`config.mk`:
```
export PLATFORM = sky130hd
export DESIGN_NAME = miriscv_div_flat
export DESIGN_NICKNAME = d
export VERILOG_FILES = /design/src/rtl/miriscv_mdu_pkg.sv /design/src/rtl/miriscv_div_if.sv /design/src/rtl/miriscv_div.sv /design/src/flat_wrapper.sv
export SDC_FILE = /design/constraint.sdc
export NUM_CORES = 1
export LEC_CHECK = 0
export CORE_MARGIN = 2
export CORE_UTILIZATION = 58
export DETAILED_ROUTE_END_ITERATION = 12
export MAX_ROUTING_LAYER = met4
export PLACE_DENSITY = 0.8
export SYNTH_ARGS = -nofsm -noshare
export SYNTH_HDL_FRONTEND = slang
export SYNTH_SLANG_ARGS = --single-unit
```
`constraint.sdc`:
```
create_clock -name clk_i -period 6.14 [get_ports clk_i]
set_clock_uncertainty 0.15 [all_clocks]
set_input_delay 1.228 -clock clk_i [delete_from_list [all_inputs] [get_ports clk_i]]
set_output_delay 1.228 -clock clk_i [all_outputs]
set_load 0.03 [all_outputs]
```
`src/rtl/miriscv_mdu_pkg.sv`:
```
// Multiply/divide unit opcodes and divider FSM encodings shared by the execute stage.
// Opcodes match the decode-stage encoding of the RV32M divide group.
package miriscv_mdu_pkg;

    localparam int MDU_OP_W = 2;

    localparam logic [MDU_OP_W-1:0] MDU_DIV  = 2'b00;
    localparam logic [MDU_OP_W-1:0] MDU_DIVU = 2'b01;
    localparam logic [MDU_OP_W-1:0] MDU_REM  = 2'b10;
    localparam logic [MDU_OP_W-1:0] MDU_REMU = 2'b11;

    typedef logic [1:0] div_state_t;

    localparam div_state_t DIV_IDLE = 2'b00;
    localparam div_state_t DIV_CALC = 2'b01;
    localparam div_state_t DIV_DONE = 2'b10;

endpackage

```
`src/rtl/miriscv_div_if.sv`:
```
// Request/valid bundle between the execute stage and the iterative divider.
// master = execute stage, slave = divider.
interface miriscv_div_if #(
    parameter int XLEN = 32
);
    import miriscv_mdu_pkg::*;

    logic                div_req_i;
    logic [MDU_OP_W-1:0] div_op_i;
    logic [XLEN-1:0]     div_port_a_i;
    logic [XLEN-1:0]     div_port_b_i;
    logic                kill_i;
    logic                div_busy_o;
    logic                div_valid_o;
    logic [XLEN-1:0]     div_result_o;

    modport master (
        output div_req_i, div_op_i, div_port_a_i, div_port_b_i, kill_i,
        input  div_busy_o, div_valid_o, div_result_o
    );

    modport slave (
        input  div_req_i, div_op_i, div_port_a_i, div_port_b_i, kill_i,
        output div_busy_o, div_valid_o, div_result_o
    );

endinterface

```
`src/rtl/miriscv_div.sv`:
```
// Iterative radix-2 restoring divider for RV32M: XLEN+1 cycles normally, 1 cycle for /0 and overflow.
// Requests are only taken in IDLE; the execute stage stalls on div_busy_o, kill_i aborts at any time.
module miriscv_div
    import miriscv_mdu_pkg::*;
#(
    parameter int XLEN = 32
) (
    input  logic          clk_i,
    input  logic          rst_i,
    miriscv_div_if.slave  div_bus
);

    localparam int CNT_W = $clog2(XLEN);
    localparam logic [XLEN-1:0] INT_MIN = {1'b1, {(XLEN-1){1'b0}}};

    div_state_t          state;
    logic [CNT_W-1:0]    cnt;
    logic [MDU_OP_W-1:0] op_q;
    logic                neg_quo;
    logic                neg_rem;
    logic [XLEN-1:0]     rem_q;
    logic [XLEN-1:0]     quo_q;
    logic [XLEN-1:0]     b_abs;
    logic [XLEN-1:0]     result_q;

    logic            in_signed;
    logic            in_rem;
    logic            a_neg;
    logic            b_neg;
    logic [XLEN-1:0] a_abs_in;
    logic [XLEN-1:0] b_abs_in;
    logic            div_zero;
    logic            overflow;
    logic [XLEN-1:0] fast_res;

    always_comb begin
        in_signed = (div_bus.div_op_i == MDU_DIV) || (div_bus.div_op_i == MDU_REM);
        in_rem    = (div_bus.div_op_i == MDU_REM) || (div_bus.div_op_i == MDU_REMU);
        a_neg     = in_signed && div_bus.div_port_a_i[XLEN-1];
        b_neg     = in_signed && div_bus.div_port_b_i[XLEN-1];
        a_abs_in  = a_neg ? -div_bus.div_port_a_i : div_bus.div_port_a_i;
        b_abs_in  = b_neg ? -div_bus.div_port_b_i : div_bus.div_port_b_i;
        div_zero  = (div_bus.div_port_b_i == '0);
        overflow  = in_signed && (div_bus.div_port_a_i == INT_MIN)
                              && (div_bus.div_port_b_i == {XLEN{1'b1}});
        // Divide-by-zero takes precedence; overflow can only occur with a non-zero divisor.
        if (div_zero) begin
            fast_res = in_rem ? div_bus.div_port_a_i : {XLEN{1'b1}};
        end else begin
            fast_res = in_rem ? '0 : INT_MIN;
        end
    end

    logic [XLEN:0]   rem_ext;
    logic [XLEN:0]   trial;
    logic [XLEN-1:0] rem_nxt;
    logic [XLEN-1:0] quo_nxt;
    logic [XLEN-1:0] calc_res;

    always_comb begin
        rem_ext = {rem_q, quo_q[XLEN-1]};
        trial   = rem_ext - {1'b0, b_abs};
        if (!trial[XLEN]) begin
            rem_nxt = trial[XLEN-1:0];
            quo_nxt = {quo_q[XLEN-2:0], 1'b1};
        end else begin
            rem_nxt = rem_ext[XLEN-1:0];
            quo_nxt = {quo_q[XLEN-2:0], 1'b0};
        end
        // Sign fix applies to the value produced by the final step.
        if ((op_q == MDU_REM) || (op_q == MDU_REMU)) begin
            calc_res = neg_rem ? -rem_nxt : rem_nxt;
        end else begin
            calc_res = neg_quo ? -quo_nxt : quo_nxt;
        end
    end

    always_ff @(posedge clk_i) begin
        if (rst_i) begin
            state    <= DIV_IDLE;
            cnt      <= '0;
            op_q     <= MDU_DIV;
            neg_quo  <= 1'b0;
            neg_rem  <= 1'b0;
            rem_q    <= '0;
            quo_q    <= '0;
            b_abs    <= '0;
            result_q <= '0;
        end else if (div_bus.kill_i) begin
            state <= DIV_IDLE;
            cnt   <= '0;
        end else begin
            case (state)
                DIV_IDLE: begin
                    if (div_bus.div_req_i) begin
                        op_q    <= div_bus.div_op_i;
                        neg_quo <= (div_bus.div_op_i == MDU_DIV) && (a_neg != b_neg);
                        neg_rem <= (div_bus.div_op_i == MDU_REM) && a_neg;
                        rem_q   <= '0;
                        quo_q   <= a_abs_in;
                        b_abs   <= b_abs_in;
                        if (div_zero || overflow) begin
                            result_q <= fast_res;
                            state    <= DIV_DONE;
                        end else begin
                            cnt   <= CNT_W'(XLEN - 1);
                            state <= DIV_CALC;
                        end
                    end
                end
                DIV_CALC: begin
                    rem_q <= rem_nxt;
                    quo_q <= quo_nxt;
                    if (cnt == '0) begin
                        result_q <= calc_res;
                        state    <= DIV_DONE;
                    end else begin
                        cnt <= cnt - 1'b1;
                    end
                end
                DIV_DONE: state <= DIV_IDLE;
                default:  state <= DIV_IDLE;
            endcase
        end
    end

    assign div_bus.div_busy_o   = (state != DIV_IDLE);
    assign div_bus.div_valid_o  = (state == DIV_DONE) && !div_bus.kill_i;
    assign div_bus.div_result_o = result_q;

endmodule

```
`src/flat_wrapper.sv`:
```
// flat-port wrapper written by rule: the top's interface ports become plain ports
module miriscv_div_flat import miriscv_mdu_pkg::*;
#(
    parameter int XLEN = 32
)
  (clk_i, rst_i, div_bus_div_req_i, div_bus_div_op_i, div_bus_div_port_a_i, div_bus_div_port_b_i, div_bus_kill_i, div_bus_div_busy_o, div_bus_div_valid_o, div_bus_div_result_o);
  miriscv_div_if #(.XLEN(XLEN)) div_bus_i ();
  input  logic clk_i;
  input  logic rst_i;
  input wire logic [$bits(div_bus_i.div_req_i)-1:0] div_bus_div_req_i;
  input wire logic [$bits(div_bus_i.div_op_i)-1:0] div_bus_div_op_i;
  input wire logic [$bits(div_bus_i.div_port_a_i)-1:0] div_bus_div_port_a_i;
  input wire logic [$bits(div_bus_i.div_port_b_i)-1:0] div_bus_div_port_b_i;
  input wire logic [$bits(div_bus_i.kill_i)-1:0] div_bus_kill_i;
  output wire logic [$bits(div_bus_i.div_busy_o)-1:0] div_bus_div_busy_o;
  output wire logic [$bits(div_bus_i.div_valid_o)-1:0] div_bus_div_valid_o;
  output wire logic [$bits(div_bus_i.div_result_o)-1:0] div_bus_div_result_o;
  assign div_bus_i.div_req_i = div_bus_div_req_i;
  assign div_bus_i.div_op_i = div_bus_div_op_i;
  assign div_bus_i.div_port_a_i = div_bus_div_port_a_i;
  assign div_bus_i.div_port_b_i = div_bus_div_port_b_i;
  assign div_bus_i.kill_i = div_bus_kill_i;
  assign div_bus_div_busy_o = div_bus_i.div_busy_o;
  assign div_bus_div_valid_o = div_bus_i.div_valid_o;
  assign div_bus_div_result_o = div_bus_i.div_result_o;
  miriscv_div #(.XLEN(XLEN)) u_core (.clk_i(clk_i), .rst_i(rst_i), .div_bus(div_bus_i));
endmodule
```
==> results.py <==
metrics = {
    "critical_path": {
        "cp-start-kind": "flop",
        "r2r-start": "u_core.quo_q[31]",
        "reg2regPathDepth": 21,
        "slowest_delay_ns": 0.49,
        "rr_endpoint": "u_core.div_bus.div_result_o[26]",
        "crit_family": "compound AO/OA/AOI/OAI gates",
        "cp.arrival_ns": 5.59,
        "worstSetupPathType": "flop to flop",
        "critPathSlowestCell": "or3_1",
        "crit_cells": 21,
        "ff2ff_setup_slack_ns": 0.68,
        "critPathRequiredTime_ns": 6.27,
        "crit_buf_inv": 3,
        "crit_chain": "inv_1, ha_1, fa_1, nor2b_1, o31a_1, o31ai_2, a211oi_2, o21a_1, nor2_4, inv_2, ha_1, nor3b_1, buf_4, nand3_1, or3_1, o21ai_0, xnor2_1, a21oi_1, nand3_1, o21ai_0, nor4_1",
        "cp_max_fo": 8,
        "cp-end-kind": "flop",
    },
    "pwr": {
        "leakage_nw": 5.02,
        "net-switching-power_mw": 0.965,
        "p_int_mw": 1.76,
        "swShare_pct": 35.5,
        "vdd_ir_drop_max_mv": 0.191,
        "powerDensity_nw_per_um2": 205,
        "power_frac_seq_pct": 35.9,
        "p_comb_share_pct": 26.2,
        "p_clk_share_pct": 37.9,
    },
    "min_path": {
        "hold_path_class": "flop to flop",
        "hold-path-cell-count": 2,
        "hold_path_end": "u_core.div_bus.div_result_o[11]",
        "worstHoldStart": "u_core.div_bus.div_result_o[11]",
    },
    "placement": {
        "dp.cells": 1893,
        "gp_congestion": 1.06,
        "dp_hpwl_mm": 30.4,
        "port_buffers": 103,
    },
    "clock_tree": {
        "hold_buffers": 0,
        "cts-htree-levels": 4,
        "root_buffer": "clkbuf_16",
        "post_cts_buffers": 0,
        "cts_tree": "done",
        "cts_sinks": 138,
        "clock_latency_ns": 0.44,
        "cts_resized": 0,
        "clk_path_buf_depth": 2,
        "clkTransAtPathRegs_ns": 0.06,
        "cts_buffers": 17,
    },
    "cells_and_area": {
        "final_cells": 1925,
        "multi_input_area_um2": 8160,
        "nFillCells": 1733,
        "post-route-util_pct": 67.8,
        "layout-drive-gt1-share_pct": 5.60,
        "area_growth_syn_to_layout_pct": 14.1,
        "layout_commonest_cell": "nor2_1",
        "n_antenna_cell": 0,
        "final_cell_mix": "nor2_1, a21oi_1, dfxtp_1, nand2_1, clkdlybuf4s50_1",
        "layout.nets": 1757,
        "ff_latch_area_um2": 2760,
    },
    "sta": {
        "rsz0062_at_grt": "false",
        "setup_tns_ns": 0,
        "maxSlewHeadroom_pct": 15.3,
        "fmax_mhz": 183,
        "fin_crit_ns": 5.46,
        "setup_violations": 0,
        "finalCritPeriodShare_pct": 88.9,
        "worst_slew_pin_slew_ns": 1.27,
        "finalHoldViolations": 0,
        "slew_viol_final": 0,
    },
    "logic_synthesis": {
        "synth-edff-count": 0,
        "synth_simple_gate_area_share_pct": 23.2,
        "syn_inst": 1615,
        "synth.distinct_cells": 89,
        "yosysWarnings": 0,
        "synthMuxAreaShare_pct": 2.54,
        "synth_ff_type": "dfxtp_1",
        "syn-num-nets": 1725,
        "synth_fa_ha_area_share_pct": 4.37,
        "synthArstFlopShare_pct": 0,
        "synth_area_um2": 11600,
        "synth_area_per_cell_um2": 7.20,
        "ys_seq_area_share_pct": 23.7,
        "synth_top_family_by_area": "compound AO/OA/AOI/OAI gates",
        "ys_ff_latch": 138,
        "synth_xor_xnor_area_share_pct": 9.26,
        "synth-compound-area-share_pct": 30.5,
    },
    "drt": {
        "first_iter_violations": 1526,
        "drc_errors": 0,
        "vias": 12679,
        "wirelength_mm": 40.6,
        "ant_nets": 0,
        "vias_per_cell": 6.59,
        "wl_per_cell_um": 21.1,
        "dr.pass1.iters": 6,
    },
    "die": {
        "rows": 51,
        "io_pins": 104,
        "coreArea_um2": 19600,
        "die_h_um": 146,
        "die-area_um2": 21200,
        "start_util_pct": 59.4,
        "die_x_um": 146,
    },
    "grt": {
        "grt_max_degree": 81,
        "gr-usage-all-layers_pct": 38.4,
        "gr-total-overflow": 0,
        "grt_use_met1_pct": 52.9,
        "gr-usage-met2_pct": 55.4,
        "met3_usage_pct": 9.00,
        "busiest_layer": "met2",
        "grt_pass1_vias": 11195,
        "grt_pass1_wl_mm": 63.0,
        "antenna_found_initial": 0,
    },
    "flow_run": {
        "maxCapViolations": 0,
    },
    "run_status": {
        "status": "complete, no violations",
    },
}
-- kinds of logic after synthesis --
logic type	count (synthesis)
AND/OR/NAND/NOR	580
AO/OA/AOI/OAI	523
buffers and inverters	184
flip-flops	138
XOR/XNOR	123
adder cells (fa/ha/maj)	40
multiplexers	27
-- cell usage after synthesis (all sizes together) (6+ instances only) --
| master | count | area (µm²) |
|---|---|---|
| nand4 | 17 | 113 |
| nand2 | 119 | 447 |
| o41ai | 12 | 105 |
| nor2 | 248 | 933 |
| or3 | 17 | 106 |
| a21oi | 141 | 721 |
| o211ai | 14 | 105 |
| mux2i | 16 | 160 |
| inv | 74 | 278 |
| and3 | 9 | 56.3 |
| nand2b | 16 | 100 |
| and2 | 8 | 50.1 |
| nor4 | 24 | 156 |
| o31ai | 25 | 208 |
| o221ai | 6 | 52.6 |
| a2111oi | 8 | 108 |
| a211oi | 80 | 618 |
| nand3 | 27 | 135 |
| a21o | 12 | 90.1 |
| ha | 39 | 488 |
| a22oi | 25 | 188 |
| a31oi | 14 | 93.8 |
| or4 | 11 | 82.6 |
| o21ai | 97 | 489 |
| buf | 26 | 148 |
| xor2 | 54 | 473 |
| o21a | 13 | 97.6 |
| mux2 | 10 | 113 |
| nor3 | 49 | 255 |
| dfxtp | 138 | 2760 |
| o211a | 8 | 80.1 |
| clkbuf | 83 | 313 |
| xnor2 | 69 | 604 |
| a221oi | 6 | 52.6 |
| a311oi | 20 | 175 |
| nor2b | 11 | 68.8 |
| o22ai | 6 | 37.5 |
-- routing by layer --
metal	vias to the layer above	share of wire, %
li1	5958	-
met1	5895	43
met2	723	42
met3	103	11
met4	0	3.3
met5	-	0
-- power by group through the flow --
stage                     combinational (mW)  clock (mW)  sequential, mW
after floorplan                        0.463           0           0.988
after global placement                 0.682           0           0.993
after global routing                   0.771        1.06           0.980
after detailed placement               0.689           0           0.994
after CTS                              0.693        1.03           0.974
final                                  0.713        1.03           0.977
-- through the flow --
step                instance area [µm²]  setup slack, ns  hold WS, ns  power (mW)
detailed placement                12700            0.612        0.290        1.68
floorplan                         11600             1.27        0.291        1.45
CTS                               13300            0.840        0.303        2.70
global placement                  12700            0.759        0.293        1.67
global route                      13300            0.235        0.329        2.81
finish                            13300            0.684        0.307        2.72
-- how the worst max path moves through the flow --
stage,slack (ns),start,endpoint
final,0.68,u_core.quo_q[31],u_core.div_bus.div_result_o[26]
after global routing,0.23,u_core.quo_q[31],u_core.div_bus.div_result_o[26]
after CTS,0.84,u_core.b_abs[18],u_core.div_bus.div_result_o[30]
after detailed placement,0.61,div_bus_div_port_b_i[8],u_core.div_bus.div_result_o[15]
after global placement,0.76,div_bus_div_port_b_i[8],u_core.div_bus.div_result_o[6]
after floorplan,1.27,u_core.quo_q[31],u_core.div_bus.div_result_o[30]
-- cell type report --
type                    count  area share [%]
multi-input cells        1293            61.4
flip-flops and latches    138            20.8
repair buffers            122            8.91
clock buffers              17            3.20
well taps                 265            2.50
inverters                  75            2.12
clock inverters            15            1.04
-- worst register-to-register path, delay by kind of cell, from the launching register on --
family	cells	cell delay, ns
AND/OR/NAND/NOR	7	1.44
XOR/XNOR	1	0.09
buffers and inverters	3	0.38
flip-flops	1	0.39
AO/OA/AOI/OAI	7	2.05
adder cells (fa/ha/maj)	3	0.79
-- flip-flops by register name, indices dropped and copies added, names as in the netlist --
name                         count
u_core.b_abs                    32
u_core.div_bus.div_result_o     32
u_core.quo_q                    32
u_core.rem_q                    32
u_core.cnt                       5
u_core.state                     2
u_core.neg_quo                   1
u_core.neg_rem                   1
u_core.op_q                      1
Power figures use the tool's default switching activity.
